===== src/rtl/traffic_ctrl.sv =====
// traffic_ctrl: fixed-time four-phase intersection sequencer with all-red
// clearances and a flashing night mode. The time base is any change of the
// clock block's seconds-units digit (one tick per simulated second).
// Optional pedestrian request (early NS cut-off and walk lamp) is built when
// the macro TRAFFIC_PED_REQ_EN is defined.
module traffic_ctrl #(
  parameter int T_GREEN  = 10,
  parameter int T_YELLOW = 3,
  parameter int T_ALLRED = 1,
  parameter int CNT_W    = 6
) (
  input  logic             clk,
  input  logic             rst,
  input  logic [3:0]       sec1,
  input  logic             daynight,
`ifdef TRAFFIC_PED_REQ_EN
  input  logic             ped_req,
  output logic             walk,
`endif
  output logic [2:0]       ns_lt,
  output logic [2:0]       ew_lt,
  output logic [CNT_W-1:0] remain,
  output logic [2:0]       phase,
  output logic             night_mode
);

  typedef enum logic [2:0] {
    S_NS_G  = 3'd0,
    S_NS_Y  = 3'd1,
    S_AR1   = 3'd2,
    S_EW_G  = 3'd3,
    S_EW_Y  = 3'd4,
    S_AR2   = 3'd5,
    S_NIGHT = 3'd6
  } state_t;

  localparam logic [CNT_W-1:0] TG = CNT_W'(T_GREEN);
  localparam logic [CNT_W-1:0] TY = CNT_W'(T_YELLOW);
  localparam logic [CNT_W-1:0] TA = CNT_W'(T_ALLRED);
  localparam logic [CNT_W-1:0] ONE = CNT_W'(1);
  localparam logic [CNT_W-1:0] CUT = CNT_W'(3);
  localparam logic [2:0] LT_R = 3'b100;
  localparam logic [2:0] LT_Y = 3'b010;
  localparam logic [2:0] LT_G = 3'b001;

  state_t           state_q, state_d;
  logic [CNT_W-1:0] remain_q, remain_d;
  logic             blink_q, blink_d;
  logic [2:0]       ns_q, ns_d, ew_q, ew_d;
  logic             night_q, night_d;
  logic [3:0]       sec1_q;
  logic             tick;
  logic             expire;

`ifdef TRAFFIC_PED_REQ_EN
  logic ped_pend_q, ped_pend_d;
  logic walk_q, walk_d;
  logic ped_now;
`endif

  assign tick   = (sec1 != sec1_q);
  assign expire = tick && (remain_q <= ONE);

  // Next-state, countdown, blink and lamp decode (lamps follow the next state).
  always_comb begin
    state_d  = state_q;
    remain_d = remain_q;
    blink_d  = blink_q;
    if (tick && remain_q > ONE && state_q != S_NIGHT) remain_d = remain_q - ONE;
    case (state_q)
      S_NS_G: if (expire) begin state_d = S_NS_Y; remain_d = TY; end
      S_NS_Y: if (expire) begin state_d = S_AR1;  remain_d = TA; end
      S_EW_G: if (expire) begin state_d = S_EW_Y; remain_d = TY; end
      S_EW_Y: if (expire) begin state_d = S_AR2;  remain_d = TA; end
      S_AR1, S_AR2: begin
        // Day/night is only honoured at the end of a clearance phase.
        if (expire) begin
          if (!daynight) begin
            state_d  = S_NIGHT;
            remain_d = '0;
            blink_d  = 1'b1;
          end else if (state_q == S_AR1) begin
            state_d  = S_EW_G;
            remain_d = TG;
          end else begin
            state_d  = S_NS_G;
            remain_d = TG;
          end
        end
      end
      S_NIGHT: begin
        if (tick) begin
          blink_d = ~blink_q;
          if (daynight) begin
            state_d  = S_AR2;
            remain_d = TA;
          end
        end
      end
      default: begin
        state_d  = S_AR2;
        remain_d = TA;
        blink_d  = 1'b1;
      end
    endcase

`ifdef TRAFFIC_PED_REQ_EN
    // A pending request shortens the NS green to at most three seconds.
    ped_now    = ped_pend_q | ped_req;
    ped_pend_d = ped_now;
    if (ped_now && state_q == S_NS_G && state_d == S_NS_G && remain_d > CUT)
      remain_d = CUT;
    if (state_d == S_EW_G && state_q != S_EW_G) ped_pend_d = 1'b0;
    walk_d = (state_d == S_EW_G);
`endif

    ns_d = LT_R;
    ew_d = LT_R;
    case (state_d)
      S_NS_G:  ns_d = LT_G;
      S_NS_Y:  ns_d = LT_Y;
      S_EW_G:  ew_d = LT_G;
      S_EW_Y:  ew_d = LT_Y;
      S_NIGHT: begin
        ns_d = {1'b0, blink_d, 1'b0};
        ew_d = {blink_d, 2'b00};
      end
      default: ;
    endcase
    night_d = (state_d == S_NIGHT);
  end

  // Sequencer registers and registered outputs.
  always_ff @(posedge clk) begin
    if (rst) begin
      sec1_q   <= 4'd0;
      state_q  <= S_AR2;
      remain_q <= TA;
      blink_q  <= 1'b1;
      ns_q     <= LT_R;
      ew_q     <= LT_R;
      night_q  <= 1'b0;
`ifdef TRAFFIC_PED_REQ_EN
      ped_pend_q <= 1'b0;
      walk_q     <= 1'b0;
`endif
    end else begin
      sec1_q   <= sec1;
      state_q  <= state_d;
      remain_q <= remain_d;
      blink_q  <= blink_d;
      ns_q     <= ns_d;
      ew_q     <= ew_d;
      night_q  <= night_d;
`ifdef TRAFFIC_PED_REQ_EN
      ped_pend_q <= ped_pend_d;
      walk_q     <= walk_d;
`endif
    end
  end

  assign ns_lt      = ns_q;
  assign ew_lt      = ew_q;
  assign remain     = remain_q;
  assign phase      = state_q;
  assign night_mode = night_q;
`ifdef TRAFFIC_PED_REQ_EN
  assign walk = walk_q;
`endif

endmodule


===== config.mk =====
export PLATFORM = sky130hd
export DESIGN_NAME = traffic_ctrl
export DESIGN_NICKNAME = d
export VERILOG_FILES = /design/src/rtl/traffic_ctrl.sv
export SDC_FILE = /design/constraint.sdc
export NUM_CORES = 1
export LEC_CHECK = 0
export CAP_MARGIN = 20
export CORE_MARGIN = 10
export CORE_UTILIZATION = 35
export DETAILED_ROUTE_END_ITERATION = 16
export GPL_TIMING_DRIVEN = 0
export PLACE_DENSITY = 0.64
export SLEW_MARGIN = 20
export SYNTH_ARGS = -nofsm -noshare
export SYNTH_HDL_FRONTEND = slang
export SYNTH_SLANG_ARGS = --single-unit

===== constraint.sdc =====
create_clock -name clk -period 3 [get_ports clk]
set_input_delay 0.6 -clock clk [delete_from_list [all_inputs] [get_ports clk]]
set_output_delay 0.6 -clock clk [all_outputs]
set_load 0.02 [all_outputs]

==> summary.md <==
| Metric | Value |
|---|---|
| PortBufs | `21` |
| Global-route wire length before repair | `4860 um` |
| TritonCTS clock tree | `built` |
| Fin cells | `209` |
| # rows | `21` |
| RSZ-0062 raised after global routing | `no` |
| Leak pwr | `0.580 nW` |
| Resize count post-CTS | `0` |
| Status | `finished, final reports clean` |
| Worst Path Max Fanout | `10` |
| Reg2reg end | `ns_lt[1]` |
| Core box area | `3340 sq um` |
| Yosys reg bits | `21` |
| Worst Hold Depth | `2` |
| Inserted Clock Buffers | `3` |
| FF-to-FF path depth | `8` |
| Initial antenna violation count | `0` |
| Layout cell share with drive strength beyond 1 | `0.135` |
| Final hold viol count | `0` |
| H-Tree Depth | `1` |
| Worst r2r src | `remain[0]` |
| Min cycle time layout | `2500 ps` |
| Worst Skew | `3.45 ps` |
| Vias in the first global route | `1078` |
| Clock tree buffer depth | `2` |
| Slew Viols, Final | `0` |
| Cts hold-fix bufs | `0` |
| # fillers | `349` |
| Mapped Avg Cell Area | `8.76 sq um` |
| Ports | `23` |
| Flop pwr share | `0.250` |
| # DRC | `0` |
| Ys async rst share | `0` |
| Power Dens Cells | `1110 nW/um^2` |
| Ys flop type | `dfxtp_1` |
| Sw Pwr | `0.000767 W` |
| Yosys warning count | `0` |
| Via count | `1058` |
| Max Clk Rate | `0.400 GHz` |
| Die W | `78.8 um` |
| Largest net degree at the start of global routing | `14` |
| Hold EP | `remain[4]` |
| CP endpoint kind | `flip-flop` |
| CTS clk-pin slew, worst paths | `120 ps` |
| Fin Setup TNS | `0 ps` |
| Dpl ws | `179 ps` |
| Switching Fraction | `0.460` |
| Critical path class | `input port to flip-flop` |
| Final setup fails | `0` |
| Avg WL per Cell | `13.7 um` |
| Cell Int Power | `0.000900 W` |
| Register area | `420 sq um` |
| Post-DRT Antenna Nets | `0` |
| Later-pin clock latency in the skew report | `310 ps` |
| Nets@finish | `173` |
| Count of different cell masters after synthesis | `48` |
| Worst VDD drop | `565 uV` |
| Setup crit start kind | `input port` |
| Final GP Congestion | `0.812` |
| Crit path DAT | `2720 ps` |
| Setup bufs post-CTS | `0` |
| GR Overflow Total | `0` |
| Area of the multi-input gates | `733 sq um` |
| Most frequent cells in the layout | `21 x dfxtp_1, 21 x clkdlybuf4s50_1, 11 x nor2_1` |
| CP Data Required Time | `3220 ps` |
| Hold Startpoint | `remain[4]` |
| Headroom to the max-slew limit | `0.685` |
| Global-route usage over all layers | `0.0941` |
| Diode count | `0` |
| Net Count, Synth | `147` |
| DRT Wirelength | `2850 um` |
| Die area | `6200 sq um` |
| Synth Cell Area | `1210 sq um` |
| Via-to-Cell Ratio | `5.06` |
| Clock root buffer | `clkbuf_4` |
| Period utilization | `0.833` |
| Maxcap violations | `0` |
| Tot Pwr | `0.00167 W` |
| Post-Place Cells | `205` |
| Setup slack, reg-to-reg | `710 ps` |
| Count of flip-flops with a built-in enable after synthesis | `0` |
| Synth Instances | `138` |
| Initial Utilization | `0.362` |
| HPWL Detailed | `2180 um` |
| Die height | `78.8 um` |
| Worst Max-Slew Pin Slew | `472 ps` |
| Slack of the critical path | `500 ps` |
| Layout area overhead | `24.6%` |
| Worst hold path type | `flip-flop to flip-flop` |
| DR iter-0 viols | `35` |
| Sequential share of the synthesized area | `0.348` |
| Combinational Power Share | `0.662` |
| Clock sinks | `21` |
| First-pass detailed-route iteration total | `4` |
| Clock share of power | `0.088` |
-- how the worst max path moves through the flow --
| stage | endpoint | slack [ps] | cells after the start | from |
|---|---|---|---|---|
| final | ns_lt[1] | 500 | 8 | sec1[3] |
| after global routing | ns_lt[1] | 380 | 8 | sec1[0] |
| after CTS | ns_lt[1] | 500 | 8 | sec1[3] |
| after detailed placement | ns_lt[1] | 180 | 8 | sec1[0] |
| after global placement | ns_lt[1] | 190 | 8 | sec1[3] |
| after floorplan | ns_lt[1] | 780 | 8 | remain[0] |
-- per-stage QoR --
| step | area (sq um) | utilization | hold slack, ps |
|---|---|---|---|
| 6_report | 1510 | 0.451 | 565 |
| 5_1_grt | 1510 | 0.451 | 603 |
| 4_1_cts | 1510 | 0.451 | 566 |
| 3_5_place_dp | 1480 | 0.442 | 531 |
| 3_3_place_gp | 1480 | 0.442 | 524 |
| 2_1_floorplan | 1210 | - | 626 |
-- registers in the layout, summed over array words and instances (netlist names) --
name        flops
ns_lt           3
phase           3
ew_lt           3
remain          6
night_mode      1
blink_q         1
sec1_q          4
-- cells by family (layout without fill, tap and decap cells) --
kind of cell / count (synthesis) / after routing / synth area share
mux: 3 / 3 / 0.0269
xor+xnor: 10 / 10 / 0.0911
buf+inv: 14 / 39 / 0.0455
compound gates: 34 / 34 / 0.208
simple gates: 54 / 54 / 0.260
fa+ha+maj: 2 / 2 / 0.0207
flops: 21 / 21 / 0.348
-- routing by layer --
| layer | vias to the layer above | wire (um) | track usage |
|---|---|---|---|
| met4 | 0 | 11 | 0.0161 |
| met3 | 2 | 222 | 0.0462 |
| met5 | - | 0 | 0 |
| met2 | 22 | 1390 | 0.168 |
| li1 | 534 | - | - |
| met1 | 500 | 1230 | 0.0993 |
-- area by class of cell --
| type | instances | area share |
|---|---|---|
| inverters | 6 | 0.0150 |
| plain buffers | 8 | 0.0216 |
| clock buffers | 3 | 0.0150 |
| well taps | 46 | 0.0382 |
| repair buffers | 21 | 0.140 |
| clock inverters | 1 | 0.00498 |
| flip-flops and latches | 21 | 0.279 |
| multi-input cells | 103 | 0.487 |
-- cell usage after synthesis, types with 2 or more instances --
library cell / n / area share
xor2_1: 4 / 0.029
dfxtp_1: 21 / 0.35
xnor2_1: 3 / 0.022
nand2_1: 8 / 0.025
o22ai_1: 2 / 0.010
nand3_1: 5 / 0.021
nor2_1: 11 / 0.034
or3b_2: 2 / 0.014
o211a_1: 2 / 0.017
a21oi_1: 8 / 0.033
clkbuf_1: 6 / 0.019
ha_1: 2 / 0.021
nor2b_1: 4 / 0.021
xnor2_2: 3 / 0.040
o21ai_0: 7 / 0.029
or3_1: 2 / 0.010
nand2b_1: 5 / 0.026
mux2_2: 2 / 0.019
inv_1: 6 / 0.019
nor3_1: 7 / 0.029
-- power groups by stage --
stage / sequential (W) / clock, W / combinational [W]
6_report: 0.000417 / 0.000146 / 0.00110
5_1_grt: 0.000430 / 0.000160 / 0.00122
4_1_cts: 0.000418 / 0.000152 / 0.00112
3_5_place_dp: 0.000424 / 0 / 0.00111
3_3_place_gp: 0.000420 / 0 / 0.00109
2_1_floorplan: 0.000499 / 0 / 0.000728
-- critical path, cell delays in order --
cell and delay (ps):
clkdlybuf4s50_1 450, xnor2_2 150, nand4_1 170, clkbuf_1 380, o21ai_1 130, a221o_1 400, and4bb_4 240, a22o_1 190
Note: power is estimated with default switching activity, not from simulation.
==> variant 1 (config.mk and constraints unchanged) <==
The option `TRAFFIC_PED_REQ_EN` is turned on by a define.
--- a/src/rtl/traffic_ctrl.sv
+++ b/src/rtl/traffic_ctrl.sv
@@ -4,4 +4,6 @@
 // Optional pedestrian request (early NS cut-off and walk lamp) is built when
 // the macro TRAFFIC_PED_REQ_EN is defined.
+`define TRAFFIC_PED_REQ_EN
+
 module traffic_ctrl #(
   parameter int T_GREEN  = 10,
Ports: changed (added ped_req and walk); port bits go from 23 to 25. No check against the original RTL was run, so the function may have changed too.
==> variant 1 against the unedited design <==
Area after synthesis rose by 2.2%. Power rose by 8.1%. Wire length rose by 7.2%. Worst setup slack better by 0.065 ns. Non-clock buffer count grew 3. Sequential cell count grew 2. Design area is 2.9% higher. Clock skew is 0.0028 ns higher.
==> variant 1: results (changes against the unedited design) <==
stage,metric,value,unit,change
place,port bufs,23,,+9.5%
synth,synth top area cells,"sky130_fd_sc_hd__dfxtp_1 37%, sky130_fd_sc_hd__xnor2_1 5.0%, sky130_fd_sc_hd__nand2_1 4.0%",,
cells_and_area,area of the multi-input gates,713,sq um,-2.7%
timing,Worst Skew,0.00625,ns,+0.00279 ns
power_and_ir_drop,Logic pwr share,0.664,,+0.002
critical_path,maximum fanout count along the critical path,9,,-1
cells_and_area,final std cells w/o fill,215,,+2.9%
power_and_ir_drop,Static Leak,0.558,nW,-3.8%
place,HPWL after DPL,2.38,mm,+9.1%
global_route,vias in the first global route,1120,,+3.9%
critical_path,family with the most delay on the worst path,simple AND/OR/NAND/NOR gates,,
synth,Synth Net Count,152,,+3.4%
cells_and_area,number of nets at the end of the flow,180,,+4.0%
timing,post-route clock period utilization,0.812,,-0.0216
route,final WL,3.06,mm,+7.2%
run_status,outcome,"complete, no violations",,
global_route,total global routing track utilization,0.101,,+0.00709
global_route,first-pass GRT wire length,5.33,mm,+9.5%
power_and_ir_drop,power per unit of standard cell area,1160,nW/um^2,+5.1%
global_route,routing usage on met1,0.122,,+0.0224
place,dpl cell area,1520,sq um,+3.1%
synth,complex-gate fraction of the synthesized area,0.221,,+0.0128
global_route,global-route track usage on met3,0.0259,,-0.0203
synth,sequential-to-total area share from yosys stat,0.373,,+0.0250
power_and_ir_drop,reported net switching power,0.000830,W,+8.2%
place,Final GP Congestion,0.876,,+8.0%
critical_path,Setup crit start,sec1[2],,
timing,Slew headroom,0.584,,-0.101
critical_path,Worst path max stage delay,0.48,ns,+0.03 ns
synth,Adder-Cell Fraction of Synth Area,0.0203,,-0.000441
timing,final hold slack,0.544,ns,-0.0210 ns
route,average via count per standard cell,5.22,,+3.2%
worst_hold_path,Hold Startpoint,remain[1]$_SDFF_PP0_,,
route,DRT iter0 DRCs,130,,+270%
synth,post-synthesis share of cell area spent on xor and xnor gates,0.0638,,-0.0273
place,Inst Count DP,211,,+2.9%
[variant 1: cell types whose count changed in the layout (fill, tap and decap cells not counted), sizes merged, moves of 3 or more]
cell,delta
a31oi,+3
nand2,+5
nand4,+4
nor3b,+3
[variant 1: per-layer routing]
layer | up-vias | wire, microns | part of all wire
met2 | 24 | 1490 | 0.49
met4 | 0 | 27 | 0.0088
met1 | 527 | 1390 | 0.45
met5 | - | 0 | 0
met3 | 4 | 150 | 0.049
li1 | 568 | - | -
[variant 1: worst register-to-register path, delay by kind of cell, from the launching register on]
family	cells	cell delay (ns)
AO/OA/AOI/OAI	3	1.01
adder cells (fa/ha/maj)	1	0.24
buffers and inverters	1	0.10
flip-flops	1	0.47
AND/OR/NAND/NOR	2	0.45
[variant 1: area by class of cell]
type | instances | share of cell area
sequential | 23 | 0.297
tap | 46 | 0.0371
inverter | 5 | 0.0121
multi-input combinational | 105 | 0.460
clock inverter | 1 | 0.00323
timing repair buffer | 23 | 0.149
clock buffer | 3 | 0.0145
buffer | 9 | 0.0274
==> variant 2 (config.mk and constraints unchanged) <==
Made on the original files. Reset style: asynchronous (`rst`), changed in one clocked block.
--- a/src/rtl/traffic_ctrl.sv
+++ b/src/rtl/traffic_ctrl.sv
@@ -132,5 +132,5 @@
 
   // Sequencer registers and registered outputs.
-  always_ff @(posedge clk) begin
+  always_ff @(posedge clk or posedge rst) begin
     if (rst) begin
       sec1_q   <= 4'd0;
Check against the original RTL: differs if rst is asserted again (counterexample within 4 cycles, from zero or initial values and one cycle with rst high); with rst held inactive, the same outputs for 10 cycles.
==> variant 2 against the unedited design <==
Design area grew 7.7%. Power is 13% higher. Sequential cell count stayed put. Area after synthesis rose by 7.0%. Worst setup slack worse by 0.0027 ns. Wire length is 12% higher. Sequential power increased by 25%. Hold slack improved by 0.055 ns. Largest power group unchanged.
==> variant 2: results (changes against the unedited design) <==
stage,metric,value,unit,change
cells_and_area,layout cell share with drive strength beyond 1,0.134,,-0.000823
critical_path,worst reg2reg endpoint,remain[3]$_DFF_PP0_,,
route,final WL,3.20,mm,+12%
critical_path,Setup crit start,sec1[1],,
timing,Worst Skew,0.00573,ns,+0.00228 ns
global_route,first-pass GRT wire length,5.30,mm,+8.9%
critical_path,maximum fanout count along the critical path,5,,-5
power_and_ir_drop,peak supply drop,0.265,mV,-53%
critical_path,reg2reg start,remain[0]$_DFF_PP1_,,
global_route,total global routing track utilization,0.101,,+0.00711
cells_and_area,clock distribution area overhead in the final layout,0.0301,,+0.0101
route,met2 wirelength from detailed routing,1.64,mm,+18%
clocking,worst skew pair latency,0.27,ns,-0.04 ns
synth,sequential-to-total area share from yosys stat,0.412,,+0.0642
place,worst setup slack after placement,0.222,ns,+0.0434 ns
critical_path,worst-case register-to-register setup slack,0.63,ns,-0.08 ns
critical_path,"Arr. time, crit path",2.67,ns,-0.05 ns
cells_and_area,"Core Util, Final",0.450,,-0.00141
route,Vias,1183,,+12%
power_and_ir_drop,internal power summed over all cells,0.00101,W,+13%
place,port bufs,22,,+4.8%
power_and_ir_drop,total power after layout,0.00188,W,+13%
power_and_ir_drop,Logic pwr share,0.618,,-0.044
cells_and_area,count of multi-input combinational gates,104,,+0.97%
global_route,pin count of the biggest net entering global routing,22,,+8
cells_and_area,FF+latch area,533,sq um,+27%
cells_and_area,number of inserted filler cells in the final layout,342,,-2.0%
run_status,outcome,"complete, no violations",,
place,Final GP Congestion,0.888,,+9.4%
cells_and_area,number of nets at the end of the flow,174,,+0.58%
route,DRT iter0 DRCs,157,,+350%
global_route,global-route track usage on met3,0.0188,,-0.0274
worst_hold_path,Hold Startpoint,remain[4]$_DFF_PP0_,,
power_and_ir_drop,Static Leak,0.620,nW,+6.9%
place,dpl cell area,1570,sq um,+6.6%
power_and_ir_drop,power drawn by the sequential cells,0.000523,W,+25%
clocking,root buf cell,sky130_fd_sc_hd__clkbuf_8,,
==> variant 2: cells by family (layout without fill, tap and decap cells) <==
kind of cell / after synthesis / count (layout) / synth area share
XOR/XNOR: 10 / 10 / 0.0677
adder cells (fa/ha/maj): 2 / 2 / 0.0193
AND/OR/NAND/NOR: 58 / 58 / 0.247
flip-flops: 21 / 21 / 0.412
buffers and inverters: 13 / 39 / 0.0416
AO/OA/AOI/OAI: 34 / 34 / 0.213
==> variant 2: worst max-delay path, cell delays in order <==
cell and delay, ns:
sky130_fd_sc_hd__clkdlybuf4s50_1 0.43, sky130_fd_sc_hd__xor2_1 0.18, sky130_fd_sc_hd__or4_1 0.51, sky130_fd_sc_hd__buf_2 0.17, sky130_fd_sc_hd__a221oi_1 0.34, sky130_fd_sc_hd__o311ai_2 0.20, sky130_fd_sc_hd__a32o_1 0.23
